===== src/rtl/ascon_pkg.sv =====
// rtl/ascon_pkg.sv - shared Ascon-128 types, constants and padding helpers
package ascon_pkg;

    localparam int RATE_BYTES = 8;
    localparam int PB_ROUNDS  = 6;

    typedef logic [0:4][63:0] state_t;

    typedef enum logic [2:0] {
        IDLE,
        WAIT_AD,
        PERM,
        PAD,
        FINAL
    } fsm_e;

    localparam logic [7:0] RC [0:11] = '{
        8'hf0, 8'he1, 8'hd2, 8'hc3, 8'hb4, 8'ha5,
        8'h96, 8'h87, 8'h78, 8'h69, 8'h5a, 8'h4b
    };

    localparam logic [63:0] IV        = 64'h8040_0c06_0000_0000;
    localparam logic [63:0] PAD_BLOCK = 64'h8000_0000_0000_0000;
    localparam logic [63:0] DSEP      = 64'h0000_0000_0000_0001;

    function automatic logic [63:0] rotr(input logic [63:0] x, input int unsigned n);
        logic [127:0] t;
        t = {x, x} >> n;
        return t[63:0];
    endfunction

    // Byte counts of 0 or above 8 on a final block behave as a full block.
    function automatic logic [3:0] eff_bytes(input logic [3:0] nbytes, input logic last);
        return (last && nbytes != 4'd0 && nbytes < 4'd8) ? nbytes : 4'd8;
    endfunction

    function automatic logic [63:0] pad_block(input logic [63:0] data,
                                              input logic [3:0]  nbytes,
                                              input logic        last);
        logic [3:0]  n;
        logic [63:0] blk;
        n   = eff_bytes(nbytes, last);
        blk = '0;
        for (int i = 0; i < RATE_BYTES; i++) begin
            if (4'(i) < n) begin
                blk[63-8*i -: 8] = data[63-8*i -: 8];
            end else if (4'(i) == n) begin
                blk[63-8*i -: 8] = 8'h80;
            end
        end
        return blk;
    endfunction

    // A full final block carries no padding and needs an extra padding block.
    function automatic logic needs_pad(input logic [3:0] nbytes, input logic last);
        return last && (eff_bytes(nbytes, last) == 4'd8);
    endfunction

endpackage


===== src/rtl/ascon_ad_absorb_if.sv =====
// rtl/ascon_ad_absorb_if.sv - associated-data block stream with valid/ready handshake
interface ascon_ad_absorb_if;
    logic        ad_valid;
    logic [63:0] ad_data;
    logic [3:0]  ad_bytes;
    logic        ad_last;
    logic        ad_ready;

    modport master (output ad_valid, ad_data, ad_bytes, ad_last, input ad_ready);
    modport slave  (input ad_valid, ad_data, ad_bytes, ad_last, output ad_ready);
endinterface


===== src/rtl/ascon_round.sv =====
// rtl/ascon_round.sv - one combinational Ascon round (constant, s-box, linear layer)
module ascon_round
    import ascon_pkg::*;
(
    input  state_t     state_i,
    input  logic [7:0] rc_i,
    output state_t     state_o
);

    // S-box as a lookup table; bit 4 of the index/result is word 0.
    localparam logic [4:0] SBOX [0:31] = '{
        5'h04, 5'h0b, 5'h1f, 5'h14, 5'h1a, 5'h15, 5'h09, 5'h02,
        5'h1b, 5'h05, 5'h08, 5'h12, 5'h1d, 5'h03, 5'h06, 5'h1c,
        5'h1e, 5'h13, 5'h07, 5'h0e, 5'h00, 5'h0d, 5'h11, 5'h18,
        5'h10, 5'h0c, 5'h01, 5'h19, 5'h16, 5'h0a, 5'h0f, 5'h17
    };

    state_t     x;
    state_t     s;
    logic [4:0] col;
    logic [4:0] sub;

    always_comb begin
        x    = state_i;
        x[2] = state_i[2] ^ {56'h0, rc_i};
        s    = '0;
        col  = '0;
        sub  = '0;
        for (int i = 0; i < 64; i++) begin
            col     = {x[0][i], x[1][i], x[2][i], x[3][i], x[4][i]};
            sub     = SBOX[col];
            s[0][i] = sub[4];
            s[1][i] = sub[3];
            s[2][i] = sub[2];
            s[3][i] = sub[1];
            s[4][i] = sub[0];
        end
    end

    assign state_o[0] = s[0] ^ rotr(s[0], 19) ^ rotr(s[0], 28);
    assign state_o[1] = s[1] ^ rotr(s[1], 61) ^ rotr(s[1], 39);
    assign state_o[2] = s[2] ^ rotr(s[2], 1)  ^ rotr(s[2], 6);
    assign state_o[3] = s[3] ^ rotr(s[3], 10) ^ rotr(s[3], 17);
    assign state_o[4] = s[4] ^ rotr(s[4], 7)  ^ rotr(s[4], 41);

endmodule


===== src/rtl/ascon_ad_absorb.sv =====
// rtl/ascon_ad_absorb.sv - Ascon-128 associated-data absorption with p^6 per block
module ascon_ad_absorb
    import ascon_pkg::*;
(
    input  logic                clk,
    input  logic                rst_n,
    input  logic                start_i,
    input  logic                no_ad_i,
    input  state_t              state_in_i,
    ascon_ad_absorb_if.slave    ad,
    output state_t              state_out_o,
    output logic                busy_o,
    output logic                done_o
);

    localparam logic [2:0] LAST_CNT = 3'(PB_ROUNDS - 1);
    localparam logic [3:0] RC_BASE  = 4'(12 - PB_ROUNDS);

    fsm_e       fsm_q, fsm_d;
    state_t     state_q, state_d, round_out;
    logic [2:0] cnt_q, cnt_d;
    logic       pad_q, pad_d;
    logic       last_q, last_d;
    logic       done_q, done_d;
    logic [7:0] rc;

    assign rc = RC[RC_BASE + {1'b0, cnt_q}];

    ascon_round u_round (
        .state_i (state_q),
        .rc_i    (rc),
        .state_o (round_out)
    );

    always_ff @(posedge clk or negedge rst_n) begin
        if (!rst_n) begin
            fsm_q   <= IDLE;
            state_q <= '0;
            cnt_q   <= '0;
            pad_q   <= 1'b0;
            last_q  <= 1'b0;
            done_q  <= 1'b0;
        end else begin
            fsm_q   <= fsm_d;
            state_q <= state_d;
            cnt_q   <= cnt_d;
            pad_q   <= pad_d;
            last_q  <= last_d;
            done_q  <= done_d;
        end
    end

    always_comb begin
        fsm_d   = fsm_q;
        state_d = state_q;
        cnt_d   = cnt_q;
        pad_d   = pad_q;
        last_d  = last_q;
        done_d  = 1'b0;
        unique case (fsm_q)
            IDLE: begin
                if (start_i) begin
                    state_d = state_in_i;
                    pad_d   = 1'b0;
                    last_d  = 1'b0;
                    fsm_d   = no_ad_i ? FINAL : WAIT_AD;
                end
            end
            WAIT_AD: begin
                if (ad.ad_valid) begin
                    state_d[0] = state_q[0] ^ pad_block(ad.ad_data, ad.ad_bytes, ad.ad_last);
                    pad_d      = needs_pad(ad.ad_bytes, ad.ad_last);
                    last_d     = ad.ad_last;
                    cnt_d      = '0;
                    fsm_d      = PERM;
                end
            end
            PERM: begin
                state_d = round_out;
                cnt_d   = cnt_q + 3'd1;
                if (cnt_q == LAST_CNT) begin
                    cnt_d = '0;
                    if (!last_q)    fsm_d = WAIT_AD;
                    else if (pad_q) fsm_d = PAD;
                    else            fsm_d = FINAL;
                end
            end
            PAD: begin
                state_d[0] = state_q[0] ^ PAD_BLOCK;
                pad_d      = 1'b0;
                cnt_d      = '0;
                fsm_d      = PERM;
            end
            FINAL: begin
                state_d[4] = state_q[4] ^ DSEP;
                done_d     = 1'b1;
                fsm_d      = IDLE;
            end
            default: fsm_d = IDLE;
        endcase
    end

    assign ad.ad_ready   = (fsm_q == WAIT_AD);
    assign busy_o        = (fsm_q != IDLE);
    assign done_o        = done_q;
    assign state_out_o   = state_q;

endmodule

===== src/flat_wrapper.sv =====
// flat-port wrapper written by rule: the top's interface ports become plain ports
module ascon_ad_absorb_flat import ascon_pkg::*;
  (clk, rst_n, start_i, no_ad_i, state_in_i, state_out_o, busy_o, done_o, ad_ad_valid, ad_ad_data, ad_ad_bytes, ad_ad_last, ad_ad_ready);
  ascon_ad_absorb_if ad_i ();
  input  logic clk;
  input  logic rst_n;
  input  logic start_i;
  input  logic no_ad_i;
  input  state_t state_in_i;
  output state_t state_out_o;
  output logic busy_o;
  output logic done_o;
  input wire logic [$bits(ad_i.ad_valid)-1:0] ad_ad_valid;
  input wire logic [$bits(ad_i.ad_data)-1:0] ad_ad_data;
  input wire logic [$bits(ad_i.ad_bytes)-1:0] ad_ad_bytes;
  input wire logic [$bits(ad_i.ad_last)-1:0] ad_ad_last;
  output wire logic [$bits(ad_i.ad_ready)-1:0] ad_ad_ready;
  assign ad_i.ad_valid = ad_ad_valid;
  assign ad_i.ad_data = ad_ad_data;
  assign ad_i.ad_bytes = ad_ad_bytes;
  assign ad_i.ad_last = ad_ad_last;
  assign ad_ad_ready = ad_i.ad_ready;
  ascon_ad_absorb u_core (.clk(clk), .rst_n(rst_n), .start_i(start_i), .no_ad_i(no_ad_i), .state_in_i(state_in_i), .ad(ad_i), .state_out_o(state_out_o), .busy_o(busy_o), .done_o(done_o));
endmodule

===== config.mk =====
export PLATFORM = sky130hd
export DESIGN_NAME = ascon_ad_absorb_flat
export DESIGN_NICKNAME = d
export VERILOG_FILES = /design/src/rtl/ascon_pkg.sv /design/src/rtl/ascon_ad_absorb_if.sv /design/src/rtl/ascon_round.sv /design/src/rtl/ascon_ad_absorb.sv /design/src/flat_wrapper.sv
export SDC_FILE = /design/constraint.sdc
export NUM_CORES = 2
export LEC_CHECK = 0
export BUFFER_PORTS_ARGS = -buffer_cell sky130_fd_sc_hd__buf_2
export CAP_MARGIN = 0
export CORE_ASPECT_RATIO = 1.5
export CORE_MARGIN = 10
export CORE_UTILIZATION = 30
export CTS_BUF_LIST = sky130_fd_sc_hd__clkbuf_4
export CTS_CLUSTER_SIZE = 40
export DETAILED_ROUTE_END_ITERATION = 10
export SETUP_SLACK_MARGIN = 0.05
export SYNTH_ARGS = -nofsm -noshare
export SYNTH_HDL_FRONTEND = slang
export SYNTH_HIERARCHICAL = 1
export SYNTH_SLANG_ARGS = --single-unit

===== constraint.sdc =====
create_clock -name clk -period 2.7 [get_ports clk]
set_input_delay 0.54 -clock clk [delete_from_list [all_inputs] [get_ports clk]]
set_output_delay 0.54 -clock clk [all_outputs]
set_load 0.05 [all_outputs]

==> metrics.cfg <==
[clocking]
clk_path_buf_depth = 3
clkTransAtPathRegs_ns = 0.06
h-tree-depth = 3
cts_made_buffers = 98
worstSkewPairLatency_ns = 1.14
cts_tree = built
cts-root-buf = clkbuf_4
cts_sinks = 329

[synthesis]
syn_area_um2 = 36200
ys_ff_latch = 329
synthArstFlopShare_pct = 100
synth_nets = 5119
yosysTopAreaCellShare_pct = 22.7
synth_edf_count = 0
ys_types = 92
synth_ff_type = dfrtp_1
synth_top_cells_by_area = dfrtp_1 23%, xnor2_1 12%, ha_1 12%
yosysWarnings = 6
netlist_top_cells_count = 513 x xnor2_1, 377 x nand2_1, 357 x xor2_1
synth_area_per_cell_um2 = 8.28
yosys.area.top_type = dfrtp_1
synth_cells = 4373
yosys.cell_count.top_type = xnor2_1
ys_seq_area_share_pct = 22.7

[layout]
drive_above_1_share_pct = 29.0
syn_to_final_growth_pct = 44.1
fin_area_um2 = 52200
nNetsFinal = 6767
final_util_pct = 43.4

[routing]
wire_per_inst_um = 30.1
num_vias = 40800
drtPass1Iterations = 6
post-route-drc-count = 0
finalWirelength_mm = 232
routed.top_layer = met5
ant_nets = 0
via_per_inst = 5.30
met3_length_mm = 20.6
drt_iter0_drc = 4151
wl_met1_mm = 85.9
wl_met2_mm = 102

[placed_design]
placed_cell_area_um2 = 45900
gp_congestion = 1.06
numPortBuffers = 716
dpl.hpwl_mm = 194

[setup_path]
criticalPathCategory = reg -> out
path_max_fanout = 2
critPathRequiredTime_ns = 2.16
arrival_ns = 2.20
cp-end-kind = output pin
critPathLaunchType = flip-flop

[run]
drv_cap = 0

[min_path]
worstHoldPathType = in -> reg

[floorplanning]
start_util_pct = 30.1
die_h_um = 446
fp.dieW_um = 304
io_pins = 717
die-area_um2 = 135000
core_um2 = 120000
row_count = 156

[sta]
rsz0062_at_grt = true
tns_ns = -0.0406
hold_viol_final = 0
worst_slack_ns = -0.0406
worstMarginPinSlew_ns = 0.904
hold_ws_ns = 0.112
maxSlewHeadroom_pct = 38.0
finalMaxSlewViolations = 0
period_share_pct = 102
min_period_ns = 2.74
skew_ns = 0.101
max_freq_ghz = 0.365
report.final.setup_viol = 1

[grt]
grt_pass1_vias = 40100
grt_max_degree = 91
gr-total-overflow = 0
grt_usage_pct = 32.5
grt_pass1_wl_mm = 313
grt_antenna_before_repair = 23

[status]
status = complete, but fails checks
violations = setup timing

==> registers in the layout, summed over array words and instances (netlist names) <==
register and cells:
u_core/done_o 1, u_core/pad_q 1, u_core/fsm_q 3, u_core/last_q 1, u_core/state_out_o 320, u_core/cnt_q 3
==> cells by family (layout without fill, tap and decap cells) <==
| group | Yosys count | count (layout) | synth area share, % |
|---|---|---|---|
| fa+ha+maj | 391 | 391 | 13.2 |
| flops | 329 | 329 | 22.7 |
| other cells | 0 | 20 | 0 |
| buf+inv | 461 | 2186 | 5.30 |
| mux | 261 | 261 | 7.40 |
| compound gates | 1067 | 1067 | 17.6 |
| simple gates | 986 | 986 | 12.3 |
| xor+xnor | 878 | 878 | 21.4 |
==> layout by cell type, fill, tap and decap left out, types with 41 or more instances in the layout <==
cell type,count
dfrtp_2,83
buf_2,649
a22oi_1,72
xnor2_1,493
nand2_1,375
a21oi_1,294
clkbuf_4,142
nand3_1,54
nor3_1,95
o22ai_1,41
ha_1,346
dlygate4sd3_1,383
dfrtp_1,239
nand2b_1,46
nor2_1,267
xor2_1,341
mux2i_1,251
buf_4,701
o21ai_1,309
inv_1,221
o21ai_0,116
==> metrics by stage <==
step | worst slack [ns] | cells
final | -0.0406 | 7698
after global routing | -0.0885 | 7691
after floorplan | 0.0349 | 4373
after detailed placement | -0.178 | 7072
after global placement | -0.226 | 7072
after CTS | -0.152 | 7669
==> layout make-up <==
cell class,count,area [um^2]
clock buffer,142,1070
inverter,233,885
multi-input combinational,3583,26600
fill,12200,68100
antenna,20,50.0
tap,1580,1980
timing repair buffer,1776,13100
clock inverter,35,166
sequential,329,8360
==> path summary, 6_finish.rpt <==
check | slack, ns | start | to | cells after the start
worst max register to register | 0.05 | u_core/cnt_q[2] | u_core/state_out_o[198] | 10
worst min-delay path | 0.11 | state_in_i[258] | u_core/state_out_o[258] | 5
max in group asynchronous | 1.97 | rst_n | u_core/state_out_o[177] | 3
worst max-delay path | -0.04 | u_core/fsm_q[1] | ad_ad_ready | 3
worst min register to register | 0.50 | u_core/state_out_o[110] | u_core/state_out_o[110] | 2
min in group asynchronous | 0.18 | rst_n | u_core/state_out_o[12] | 3
==> worst max-delay path: stages (launching register included) <==
cell and delay [ns]:
dfrtp_4 0.49, or3b_4 0.42, inv_4 0.08, buf_8 0.14
==> per-layer routing <==
layer | up-vias | GRT usage [%]
li1 | 18300 | -
met1 | 19700 | 36.6
met2 | 2155 | 50.9
met3 | 617 | 8.73
met4 | 16 | 28.0
met5 | - | 0
==> what timing repair did <==
item | 4_1_cts | 5_1_grt
endpoints found under the hold margin | 654 | 0
resized for setup | 185 | 71
hold buffers | 384 | 0
buffers inserted | 36 | 10
pin swaps | 3 | 7
setup endpoints to repair | 122 | 65
Power is not shown: default switching activity piles up to over one toggle a cycle in this logic, so the estimate is an artifact.
